$ cat src/rtl/match_controller.sv
// Innings sequencer: turns bowl presses into delivery strobes, counts balls/overs,
// and decides innings end, chase success and the match result from datapath readback.
module match_controller #(
  parameter int MAX_OVERS      = 5,
  parameter int BALLS_PER_OVER = 6
) (
  input  logic        clk_fpga,
  input  logic        reset,
  input  logic        bowl_btn,
  input  logic [3:0]  lfsr_out,
  input  logic [11:0] team1Data,
  input  logic [11:0] team2Data,
  output logic        delivery,
  output logic        teamSwitch,
  output logic        gameOver,
  output logic [2:0]  balls,
  output logic [3:0]  overs,
  output logic        innings_break,
  output logic [8:0]  target,
  output logic [1:0]  winner,
  output logic [2:0]  state_o
);

  typedef enum logic [2:0] {
    INN1  = 3'd0,
    DEL1  = 3'd1,
    CHK1  = 3'd2,
    BRK   = 3'd3,
    INN2  = 3'd4,
    DEL2  = 3'd5,
    CHK2  = 3'd6,
    DONE  = 3'd7
  } state_t;

  localparam logic [3:0] MAX_OV    = 4'(MAX_OVERS);
  localparam logic [2:0] LAST_BALL = 3'(BALLS_PER_OVER - 1);

  state_t      state_q, state_d;
  logic        delivery_q, delivery_d;
  logic        switch_q, switch_d;
  logic [2:0]  balls_q, balls_d;
  logic [3:0]  overs_q, overs_d;
  logic [8:0]  target_q, target_d;
  logic [1:0]  winner_q, winner_d;

  logic [7:0]  t1_runs, t2_runs;
  logic [3:0]  t1_wkts, t2_wkts;
  logic        legal_ball;

  assign t1_runs    = team1Data[11:4];
  assign t1_wkts    = team1Data[3:0];
  assign t2_runs    = team2Data[11:4];
  assign t2_wkts    = team2Data[3:0];
  assign legal_ball = (lfsr_out != 4'd13) && (lfsr_out != 4'd14);

  always_ff @(posedge clk_fpga or negedge reset) begin
    if (!reset) begin
      state_q    <= INN1;
      delivery_q <= 1'b0;
      switch_q   <= 1'b0;
      balls_q    <= '0;
      overs_q    <= '0;
      target_q   <= '0;
      winner_q   <= '0;
    end else begin
      state_q    <= state_d;
      delivery_q <= delivery_d;
      switch_q   <= switch_d;
      balls_q    <= balls_d;
      overs_q    <= overs_d;
      target_q   <= target_d;
      winner_q   <= winner_d;
    end
  end

  always_comb begin
    state_d    = state_q;
    delivery_d = 1'b0;
    switch_d   = switch_q;
    balls_d    = balls_q;
    overs_d    = overs_q;
    target_d   = target_q;
    winner_d   = winner_q;
    case (state_q)
      INN1: if (bowl_btn) begin
        delivery_d = 1'b1;
        state_d    = DEL1;
      end
      INN2: if (bowl_btn) begin
        delivery_d = 1'b1;
        state_d    = DEL2;
      end
      DEL1, DEL2: begin
        // The datapath samples lfsr_out in this same cycle; extras leave the count alone.
        if (legal_ball) begin
          if (balls_q == LAST_BALL) begin
            balls_d = '0;
            overs_d = overs_q + 4'd1;
          end else begin
            balls_d = balls_q + 3'd1;
          end
        end
        state_d = (state_q == DEL1) ? CHK1 : CHK2;
      end
      CHK1: begin
        if (t1_wkts >= 4'd10 || overs_q == MAX_OV) begin
          state_d  = BRK;
          target_d = {1'b0, t1_runs} + 9'd1;
          switch_d = 1'b1;
          balls_d  = '0;
          overs_d  = '0;
        end else begin
          state_d = INN1;
        end
      end
      BRK: if (bowl_btn) state_d = INN2;
      CHK2: begin
        // Reaching the target wins even if the innings also ran out on this ball.
        if ({1'b0, t2_runs} >= target_q) begin
          state_d  = DONE;
          winner_d = 2'd2;
        end else if (t2_wkts >= 4'd10 || overs_q == MAX_OV) begin
          state_d = DONE;
          if (t1_runs > t2_runs)       winner_d = 2'd1;
          else if (t1_runs == t2_runs) winner_d = 2'd3;
          else                         winner_d = 2'd2;
        end else begin
          state_d = INN2;
        end
      end
      DONE: state_d = DONE;
      default: state_d = INN1;
    endcase
  end

  assign delivery      = delivery_q;
  assign teamSwitch    = switch_q;
  assign gameOver      = (state_q == DONE);
  assign innings_break = (state_q == BRK);
  assign balls         = balls_q;
  assign overs         = overs_q;
  assign target        = target_q;
  assign winner        = winner_q;
  assign state_o       = state_q;

endmodule

$ cat config.mk
export PLATFORM = sky130hd
export DESIGN_NAME = match_controller
export DESIGN_NICKNAME = d
export VERILOG_FILES = /design/src/rtl/match_controller.sv
export SDC_FILE = /design/constraint.sdc
export NUM_CORES = 1
export LEC_CHECK = 0
export CELL_PAD_IN_SITES_DETAIL_PLACEMENT = 1
export CELL_PAD_IN_SITES_GLOBAL_PLACEMENT = 2
export CORE_MARGIN = 3
export CORE_UTILIZATION = 32
export DETAILED_ROUTE_END_ITERATION = 7
export DONT_BUFFER_PORTS = 1
export GPL_ROUTABILITY_DRIVEN = 0
export PLACE_DENSITY_LB_ADDON = 0.1
export SETUP_SLACK_MARGIN = 0.3
export SLEW_MARGIN = 20
export SYNTH_ARGS = -nofsm -noshare
export SYNTH_HDL_FRONTEND = slang
export SYNTH_SLANG_ARGS = --single-unit
$ cat constraint.sdc
create_clock -name clk_fpga -period 1.6 [get_ports clk_fpga]
set_input_delay 0.08 -clock clk_fpga [delete_from_list [all_inputs] [get_ports clk_fpga]]
set_output_delay 0.08 -clock clk_fpga [all_outputs]
set_load 0.005 [all_outputs]
==> PnR_summary.wiki <==
{| class="wikitable"
! Metric !! Value
|-
| Synthesized flop and latch total || 23
|-
| Library cell with the highest instance count after synthesis || sky130_fd_sc_hd__dfrtp_1
|-
| FF-to-FF End || winner[1]$_DFFE_PN0P_
|-
| Synth area leader || sky130_fd_sc_hd__dfrtp_1
|-
| Initial antenna violation count || 0
|-
| Via total after detailed routing || 1,581
|-
| Clock latency of the later-clocked register in the worst-skew pair || ~0.27 ns
|-
| Final Hold Vio Count || 0
|-
| Worst reg-to-reg setup slack || -0.18 ns
|-
| Net count after synthesis || between 200 and 250
|-
| Mapped Area || roughly 1600 µm²
|-
| Static leakage power || roughly 1.2 nW
|-
| Number of core rows || 25
|-
| First-pass GRT wire length || just under 9 mm
|-
| Final critical delay including setup and external delays || ~1.8 ns
|-
| Final count of negative-setup-slack endpoints || 18
|-
| Max-cap violations || 0
|-
| Net switching component of the power || approximately 0.00072 W
|-
| Multi-input combinational cell area || about 1200 µm²
|-
| Share of synthesized flip-flops with an asynchronous set or reset || 100%
|-
| Buffer levels on the longest clock path || 2
|-
| Clock power share || between 10% and 20%
|-
| Number of diodes || 0
|-
| Cell Pwr Density || a little over 800 nW/µm²
|-
| Layout cell share with drive strength beyond 1 || a little over two fifths
|-
| Worst reg2reg path depth || 7
|-
| DIE WIDTH || approximately 77 µm
|-
| Top achievable clock speed || 562 MHz
|-
| Count of routing violations after the opening detailed-route iteration || roughly 40
|-
| Max Clock Skew || just under 0.003 ns
|-
| Worst min-delay path category || in2reg
|-
| Post-synth EDFFs || 0
|-
| Startpoint of the most critical setup path || target[2]$_DFFE_PN0P_
|-
| Antenna-violating nets left || 0
|-
| Data arrival time of the critical path || 1.94 ns
|-
| Final slew viol count || 0
|-
| FF+latch area || ~580 µm²
|-
| Sequential share of power || a little under two fifths
|-
| Warnings from Yosys || 0
|-
| Layout Nets || 298
|-
| Syn Inst Count || 182
|-
| CTS Buf Count || 3
|-
| Reg-to-reg startpoint || target[2]$_DFFE_PN0P_
|-
| Start-to-end type of the worst setup path || reg2reg
|-
| DRC violations left || 0
|-
| Cells taking the most area after synthesis || sky130_fd_sc_hd__dfrtp_1, sky130_fd_sc_hd__ha_1, sky130_fd_sc_hd__inv_1
|-
| Count of input and output buffers || 0
|-
| Final instance count without filler cells || 314
|-
| RSZ-0062 raised after global routing || yes
|-
| Sequential area share after synthesis || between 30% and 40%
|-
| Via-per-instance ratio || roughly 5
|-
| 1st-pass router iterations || 4
|-
| Slew headroom || 64.5%
|-
| Global Route Usage Sum || a little under a fifth
|-
| Maximum number of pins on one net before global-route repair || 24
|-
| Worst vdd rail ir drop || roughly 0.49 mV
|-
| Failing checks || setup timing
|-
| Startpoint class of the critical path || flop
|-
| Area of the core || 4790 µm²
|-
| Setup crit end kind || flop
|-
| Final WS setup || -0.180 ns
|-
| Avg Cell Area, Syn || between 8 and 9 µm²
|-
| Count of H-tree levels built during CTS || 1
|-
| Starting density of the core || around 34%
|-
| Outcome || finished, violations left
|-
| Net Sw Frac || 35.3%
|-
| TritonCTS clock tree || yes
|-
| Root Buffer Master || sky130_fd_sc_hd__clkbuf_8
|-
| Predominant post-synthesis flop cell || sky130_fd_sc_hd__dfrtp_1
|-
| Chip Height || 77.0 µm
|-
| Synthesis-to-finish area growth || 56.6%
|-
| Largest fanout on the critical path || 2
|-
| Number of placed instances, taps included || about 280
|-
| Number of filler instances in the final layout || ~540
|-
| Combinational share of power || between 40% and 50%
|-
| Die Area || 5930 µm²
|-
| Transition at the pin with the smallest max-transition slack || ~0.53 ns
|-
| Share of the clock period used by the worst path after layout || 111%
|-
| Number of global-route vias before repair || 1,752
|-
| Synth unique cells || 43
|-
| Reg clk slew, reported paths || 0.09 ns
|-
| Worst setup path endpoint || winner[1]$_DFFE_PN0P_
|-
| Hpwl dp || ~4 mm
|-
| Detailed-route wire length || between 5 and 6 mm
|-
| GR Overflow Total || 0
|-
| Cell types with the highest counts after synthesis || sky130_fd_sc_hd__dfrtp_1, sky130_fd_sc_hd__inv_1, sky130_fd_sc_hd__nand2_1
|-
| Proportion of netlist area held by the largest area contributor || 35.7%
|-
| Internal Power || roughly 0.0013 W
|-
| I/O pin count || 56
|-
| Required time reported for the critical path endpoint || about 1.8 ns
|-
| Overall power || slightly above 0.002 W
|-
| CTS sink count || 23
|-
| Mean routed wirelength per cell || 17.1 µm
|}
[worst min path at each step]
stage / from / to / slack (ns) / cells after the start
global route: team1Data[7] / target[3]$_DFFE_PN0P_ / 0.01 / 3
detailed placement: reset / target[5]$_DFFE_PN0P_ / -0.21 / 0
CTS: team1Data[7] / target[3]$_DFFE_PN0P_ / 0.01 / 3
floorplan: reset / balls[0]$_DFFE_PN0P_ / -0.22 / 0
global placement: reset / target[5]$_DFFE_PN0P_ / -0.21 / 0
finish: team1Data[7] / target[3]$_DFFE_PN0P_ / 0.008 / 3
[power groups by stage]
stage	logic, W	clock network [W]	registers, W
after global routing	0.000965	0.000424	0.000802
after detailed placement	0.000675	0	0.000801
after floorplan	0.000388	0	0.000793
after global placement	0.000635	0	0.000789
final	0.000876	0.000379	0.000783
after CTS	0.000809	0.000382	0.000787
[stage by stage]
stage	utilization [%]	cell area [µm²]	TNS [ns]	setup slack, ns	hold slack [ns]
after floorplan	-	1670	-0.274	-0.116	-0.216
after global placement	41.8	2000	-0.647	-0.178	-0.215
after detailed placement	41.8	2000	-1.22	-0.299	-0.215
after CTS	48.7	2330	-0.874	-0.203	0.0109
after global routing	52.8	2520	-2.43	-0.232	0.0100
final	52.8	2520	-1.16	-0.180	0.00831
[worst max-delay path: stages, from the launching register on]
cell	delay, ns
sky130_fd_sc_hd__dfrtp_1	0.40
sky130_fd_sc_hd__inv_2	0.08
sky130_fd_sc_hd__ha_4	0.20
sky130_fd_sc_hd__a21o_1	0.16
sky130_fd_sc_hd__a31oi_2	0.18
sky130_fd_sc_hd__o31ai_2	0.09
sky130_fd_sc_hd__or3b_4	0.38
sky130_fd_sc_hd__o22a_1	0.17
[state kept, by name (all words and copies together), names as in the netlist]
name        count
balls           3
winner          2
target          9
overs           4
delivery        1
state_o         3
teamSwitch      1
[layout make-up]
cell class / instances / area share (%)
well taps: 67 / 3.32
repair buffers: 65 / 22.6
inverters: 21 / 3.27
flip-flops and latches: 23 / 22.8
multi-input cells: 134 / 46.2
clock buffers: 4 / 1.78
[repair_timing]
item	4_1_cts	5_1_grt
buffers inserted	11	7
endpoints found under the hold margin	28	23
pin swaps	16	17
resized for setup	27	33
hold buffers	6	1
endpoints found under the setup margin	21	22
gates cloned	1	0
[kinds of logic after synthesis]
kind of cell	after synthesis	synth area share, %
adder cells (fa/ha/maj)	19	14.7
multiplexers	1	0.621
XOR/XNOR	9	4.89
AND/OR/NAND/NOR	61	19.1
AO/OA/AOI/OAI	44	18.4
flip-flops	23	35.7
buffers and inverters	25	6.59
[placed cells by master, fill, tap and decap left out, types with 6 or more instances in the layout]
cell,instances
sky130_fd_sc_hd__dfrtp_1,23
sky130_fd_sc_hd__o21ai_2,7
sky130_fd_sc_hd__dlygate4sd3_1,6
sky130_fd_sc_hd__nor2_1,11
sky130_fd_sc_hd__buf_6,8
sky130_fd_sc_hd__nand3_1,9
sky130_fd_sc_hd__nand2_1,10
sky130_fd_sc_hd__buf_4,47
sky130_fd_sc_hd__ha_1,16
sky130_fd_sc_hd__inv_1,17
[routing by layer]
| metal | global-route usage (%) | part of all wire [%] | vias to the layer above |
|---|---|---|---|
| li1 | - | - | 762 |
| met1 | 20.4 | 39 | 774 |
| met2 | 34.1 | 53 | 37 |
| met4 | 2.31 | 1.2 | 0 |
| met5 | 0 | 0 | - |
| met3 | 6.46 | 6.6 | 8 |
No activity file was read; power rests on OpenSTA's default activity.
